<file path="src/rtl/reg_file_mr_pkg.sv">
`default_nettype none
// +----------------------------------------------------------------------+
// | reg_file_mr_pkg : shared sizing helpers and defaults for reg_file_mr |
// | Revision: 1.0                                                        |
// +----------------------------------------------------------------------+

`ifndef RF_SLICE
`define RF_SLICE(bus, idx, w) bus[(idx)*(w) +: (w)]
`endif

package reg_file_mr_pkg;

   localparam int RF_DEF_WIDTH = 16;
   localparam int RF_DEF_DEPTH = 8;

   function automatic int rf_clog2(input int value);
      int r;
      int v;
      r = 0;
      v = value - 1;
      while (v > 0) begin
         r = r + 1;
         v = v >> 1;
      end
      return r;
   endfunction

endpackage

`default_nettype wire

</file>
<file path="src/rtl/reg_file_mr_rf_read_port.sv">
`default_nettype none
// +----------------------------------------------------------------------+
// | rf_read_port : one registered read port with range check and bypass  |
// | Revision: 1.0                                                        |
// +----------------------------------------------------------------------+

module rf_read_port
   import reg_file_mr_pkg::*;
#(
   parameter int WIDTH   = RF_DEF_WIDTH,
   parameter int DEPTH   = RF_DEF_DEPTH,
   parameter int AW      = rf_clog2(RF_DEF_DEPTH),
   parameter int BYPASS  = 1,
   parameter int ZERO_R0 = 0
)(
   input  logic                   clk,
   input  logic                   rst,
   input  logic                   re,
   input  logic [AW-1:0]          raddr,
   input  logic                   wr_en,
   input  logic [AW-1:0]          waddr,
   input  logic [WIDTH-1:0]       wdata,
   input  logic [DEPTH*WIDTH-1:0] regs,
   output logic [WIDTH-1:0]       rdata,
   output logic                   rvalid
);

   localparam logic [AW:0] DEPTH_C = (AW+1)'(DEPTH);

   logic             addr_ok;
   logic [WIDTH-1:0] sel;
   logic [WIDTH-1:0] result;
   logic [WIDTH-1:0] rdata_d, rdata_q;
   logic             rvalid_d, rvalid_q;

   always_comb begin
      addr_ok = ({1'b0, raddr} < DEPTH_C);
      sel     = '0;
      for (int k = 0; k < DEPTH; k++) begin
         if (raddr == AW'(k)) begin
            sel = `RF_SLICE(regs, k, WIDTH);
         end
      end
      // wr_en already excludes out-of-range and masked-r0 writes, so a hit is always writable
      if (!addr_ok || ((ZERO_R0 != 0) && (raddr == '0))) begin
         result = '0;
      end else if ((BYPASS != 0) && wr_en && (waddr == raddr)) begin
         result = wdata;
      end else begin
         result = sel;
      end
      rdata_d  = re ? result : rdata_q;
      rvalid_d = re;
   end

   always_ff @(posedge clk) begin
      if (rst) begin
         rdata_q  <= '0;
         rvalid_q <= 1'b0;
      end else begin
         rdata_q  <= rdata_d;
         rvalid_q <= rvalid_d;
      end
   end

   assign rdata  = rdata_q;
   assign rvalid = rvalid_q;

endmodule

`default_nettype wire

</file>
<file path="src/rtl/reg_file_mr.sv">
`default_nettype none
// +----------------------------------------------------------------------+
// | reg_file_mr : multi-read-port register file with debug Q bus         |
// | Revision: 1.0                                                        |
// +----------------------------------------------------------------------+

module reg_file_mr
   import reg_file_mr_pkg::*;
#(
   parameter int WIDTH   = RF_DEF_WIDTH,
   parameter int DEPTH   = RF_DEF_DEPTH,
   parameter int NREAD   = 2,
   parameter int BYPASS  = 1,
   parameter int ZERO_R0 = 0,
   localparam int AW     = rf_clog2(DEPTH)
)(
   input  logic                   clk,
   input  logic                   rst,
   input  logic                   we,
   input  logic [AW-1:0]          waddr,
   input  logic [WIDTH-1:0]       wdata,
   input  logic [NREAD-1:0]       re,
   input  logic [NREAD*AW-1:0]    raddr,
   output logic [NREAD*WIDTH-1:0] rdata,
   output logic [NREAD-1:0]       rvalid,
   output logic [DEPTH*WIDTH-1:0] q
);

   localparam logic [AW:0] DEPTH_C = (AW+1)'(DEPTH);

   logic [WIDTH-1:0]       regs_q [DEPTH];
   logic [WIDTH-1:0]       regs_d [DEPTH];
   logic [DEPTH*WIDTH-1:0] regs_flat;
   logic                   wr_en;

   always_comb begin
      wr_en = we && ({1'b0, waddr} < DEPTH_C) && !((ZERO_R0 != 0) && (waddr == '0));
      for (int k = 0; k < DEPTH; k++) begin
         regs_d[k] = regs_q[k];
         if (wr_en && (waddr == AW'(k))) begin
            regs_d[k] = wdata;
         end
      end
   end

   always_ff @(posedge clk) begin
      for (int k = 0; k < DEPTH; k++) begin
         if (rst) begin
            regs_q[k] <= '0;
         end else begin
            regs_q[k] <= regs_d[k];
         end
      end
   end

   for (genvar k = 0; k < DEPTH; k++) begin : g_flat
      assign `RF_SLICE(regs_flat, k, WIDTH) = regs_q[k];
      assign `RF_SLICE(q, k, WIDTH) = ((ZERO_R0 != 0) && (k == 0)) ? '0 : regs_q[k];
   end

   for (genvar i = 0; i < NREAD; i++) begin : g_rd
      rf_read_port #(
         .WIDTH   (WIDTH),
         .DEPTH   (DEPTH),
         .AW      (AW),
         .BYPASS  (BYPASS),
         .ZERO_R0 (ZERO_R0)
      ) u_port (
         .clk    (clk),
         .rst    (rst),
         .re     (re[i]),
         .raddr  (`RF_SLICE(raddr, i, AW)),
         .wr_en  (wr_en),
         .waddr  (waddr),
         .wdata  (wdata),
         .regs   (regs_flat),
         .rdata  (`RF_SLICE(rdata, i, WIDTH)),
         .rvalid (rvalid[i])
      );
   end

endmodule

`default_nettype wire

</file>
<file path="config.mk">
export PLATFORM = sky130hd
export DESIGN_NAME = reg_file_mr
export DESIGN_NICKNAME = d
export VERILOG_FILES = /design/src/rtl/reg_file_mr_pkg.sv /design/src/rtl/reg_file_mr_rf_read_port.sv /design/src/rtl/reg_file_mr.sv
export SDC_FILE = /design/constraint.sdc
export NUM_CORES = 1
export LEC_CHECK = 0
export BUFFER_PORTS_ARGS = -buffer_cell sky130_fd_sc_hd__buf_2
export CORE_MARGIN = 5
export CORE_UTILIZATION = 54
export CTS_CLUSTER_DIAMETER = 80
export DETAILED_ROUTE_END_ITERATION = 10
export PLACE_DENSITY = 0.79
export SKIP_LAST_GASP = 1
export SYNTH_ARGS = -nofsm -noshare
export SYNTH_HDL_FRONTEND = slang
export SYNTH_SLANG_ARGS = --single-unit
</file>
<file path="constraint.sdc">
create_clock -name clk -period 2.7 [get_ports clk]
set_input_delay 0.81 -clock clk [delete_from_list [all_inputs] [get_ports clk]]
set_output_delay 0.81 -clock clk [all_outputs]
set_load 0.01 [all_outputs]
</file>
==> impl_metrics.tcl <==
set metrics [dict create \
    firstDrtPassIters 8 \
    worstMarginPinSlew_ns 0.618 \
    setup_viol 0 \
    overflow 0 \
    cpMaxStageDelayCell "mux4_2" \
    nNetsFinal 1179 \
    design_area_mm2 0.0100 \
    via_per_inst 6.05 \
    clk_latency_ns 0.43 \
    critical_path_required_ns 2.99 \
    cts.clk_slew.worst_paths_ns 0.07 \
    antenna_found_initial 1 \
    drv_cap 0 \
    clockRootBuffer "clkbuf_16" \
    hold-worst-slack_ns 0.492 \
    period_minus_slack_ns 1.97 \
    grt_max_degree 53 \
    hold_viol 0 \
    post_cts_buffers 0 \
    end_kind "register" \
    yosysTopAreaCellShare 0.384 \
    rows 45 \
    grtUsageTotal 0.290 \
    final_util 0.655 \
    worstHoldPathType "register to register" \
    slew_headroom 0.587 \
    finalClockSkew_ns 0.00999 \
    io_buffers 191 \
    drive_gt1_frac 0.255 \
    fin_crit_sh 0.731 \
    place_congestion 0.905 \
    wl_per_cell_um 19.9 \
    rsz0062_at_grt "no" \
    core_region_area_mm2 0.0153 \
    crit_chain "buf_2 -> buf_4 -> mux4_2 -> mux2i_1 -> a31oi_1" \
    initial_core_util 0.554 \
    die_height_um 135 \
    setup_tns_ns 0 \
    r2r_cells 4 \
    grt_pass1_wl_um 41700 \
    synth-seq-cells 162 \
    layout_common_cells "276 x nand2_1, 190 x buf_2, 162 x dfxtp_1" \
    grt_pass1_vias 7135 \
    io_pins 192 \
    worst_ep_arrival_time_ns 2.26 \
    worstHoldPathCells 2 \
    place_hpwl_um 19800 \
    cts_tree "done" \
    htreeDepth 4 \
    cp-start-kind "primary input" \
    drt_iter0_drc 1130 \
    die_area_mm2 0.0183 \
    n_antenna_cell 0 \
    synthTopCellsByArea "dfxtp_1 38%, nand2_1 12%, a21oi_1 9.4%, mux2i_1 7.2%, mux4_2 7.2%" \
    slew_violations 0 \
    yosysTopAreaCell "dfxtp_1" \
    drc 0 \
    ys_warn_count 0 \
    syn_area_mm2 0.00845 \
    post_cts_resized 0 \
    die_x_um 135 \
    ir_worst_vdd_uv 437 \
    final_common_cell "nand2_1" \
    synth.avg_cell_area_um2 8.48 \
    power.density_mw_per_mm2 581 \
    synth_fp_nets 1027 \
    cts_sinks 162 \
    vias 8313 \
    cts_hold_buf 0 \
    wirelength_um 27400 \
    cts_made_buffers 17 \
    p_total_mw 5.81 \
    status "complete, no violations" \
    critPathMaxStageDelay_ns 0.54 \
    critical_path_class "primary input to register" \
    nFillCells 1310 \
    place_area_mm2 0.00934 \
    synthCells 997 \
    ys_seq_area_frac 0.384 \
    antenna_left 0 \
    timing.critical_path.fanout_max 14 \
    leakagePower_nw 4.18 \
    syn_to_final_growth_pct 18.3 \
    cts.path.max_buffers 2 \
    clock.fmax_mhz 507 \
    synth_cell_types 36 \
]
-- registers in the layout, indices dropped and copies added, names as in the netlist --
signal,cells
g_rd.u_port.rdata,32
g_rd.u_port.rvalid,2
regs_q,128
-- per-layer routing --
metal	track usage	up-vias	part of all wire
met2	0.416	540	0.44
met5	0	-	0.00066
met3	0.0577	50	0.11
li1	-	3774	-
met4	0.0985	2	0.024
met1	0.436	3947	0.43
-- worst max-delay path, delay by kind of cell --
| family | cells | cell delay [ns] |
|---|---|---|
| muxes | 2 | 0.81 |
| buffers and inverters | 2 | 0.47 |
| AOI/OAI and AO/OA | 1 | 0.16 |
-- area by class of cell --
type	instances	area, um2	area share
Timing Repair Buffer	233	1300	0.130
Sequential cell	162	3240	0.324
Multi-Input combinational cell	718	4470	0.447
Tap cell	211	264	0.0264
Inverter	17	63.8	0.00638
Clock buffer	23	478	0.0478
Clock inverter	9	176	0.0176
-- cell usage after synthesis (all sizes together) --
library cell / number
nand3: 4
a311o: 16
nand2b: 3
clkbuf: 57
and3: 2
mux2: 2
o21ai: 14
nand4: 2
mux2i: 61
a31oi: 14
nor2b: 20
buf: 42
a21oi: 158
nor3: 2
mux4: 34
nor2: 54
inv: 16
clkinv: 1
a211oi: 2
o2bb2ai: 30
o21a: 1
nand2: 276
dlygate4sd1: 1
and4: 1
dfxtp: 162
a221oi: 16
xnor2: 6
-- cells by family (layout without fill, tap and decap cells) --
kind of cell,after synthesis,in the layout,share of synthesized area
xor+xnor,6,6,0.00622
buf+inv,117,282,0.0873
simple gates,364,364,0.172
flops,162,162,0.384
compound gates,251,251,0.182
mux,97,97,0.169
-- worst paths after layout --
path                                           end                        from  slack (ns)
max          g_rd[1].u_port.rdata[12]$_SDFFE_PP0P_                    raddr[3]        0.73
min                     regs_q[0][24]$_SDFFE_PP0P_  regs_q[0][24]$_SDFFE_PP0P_        0.49
max reg2reg   g_rd[1].u_port.rdata[4]$_SDFFE_PP0P_  regs_q[0][52]$_SDFFE_PP0P_        1.22
min reg2reg             regs_q[0][24]$_SDFFE_PP0P_  regs_q[0][24]$_SDFFE_PP0P_        0.49
-- report_power, final --
part | switching [mW] | total [mW] | internal, mW
Combinational | 0.384 | 0.619 | 0.235
Clock | 0.970 | 2.68 | 1.71
Sequential | 0.0615 | 2.51 | 2.45
-- stage by stage --
step	std cells	setup WS [ns]
after CTS	1373	0.763
after detailed placement	1341	0.357
final	1373	0.726
after global routing	1373	0.706
after global placement	1341	0.374
after floorplan	997	0.639
Power figures use the tool's default switching activity.
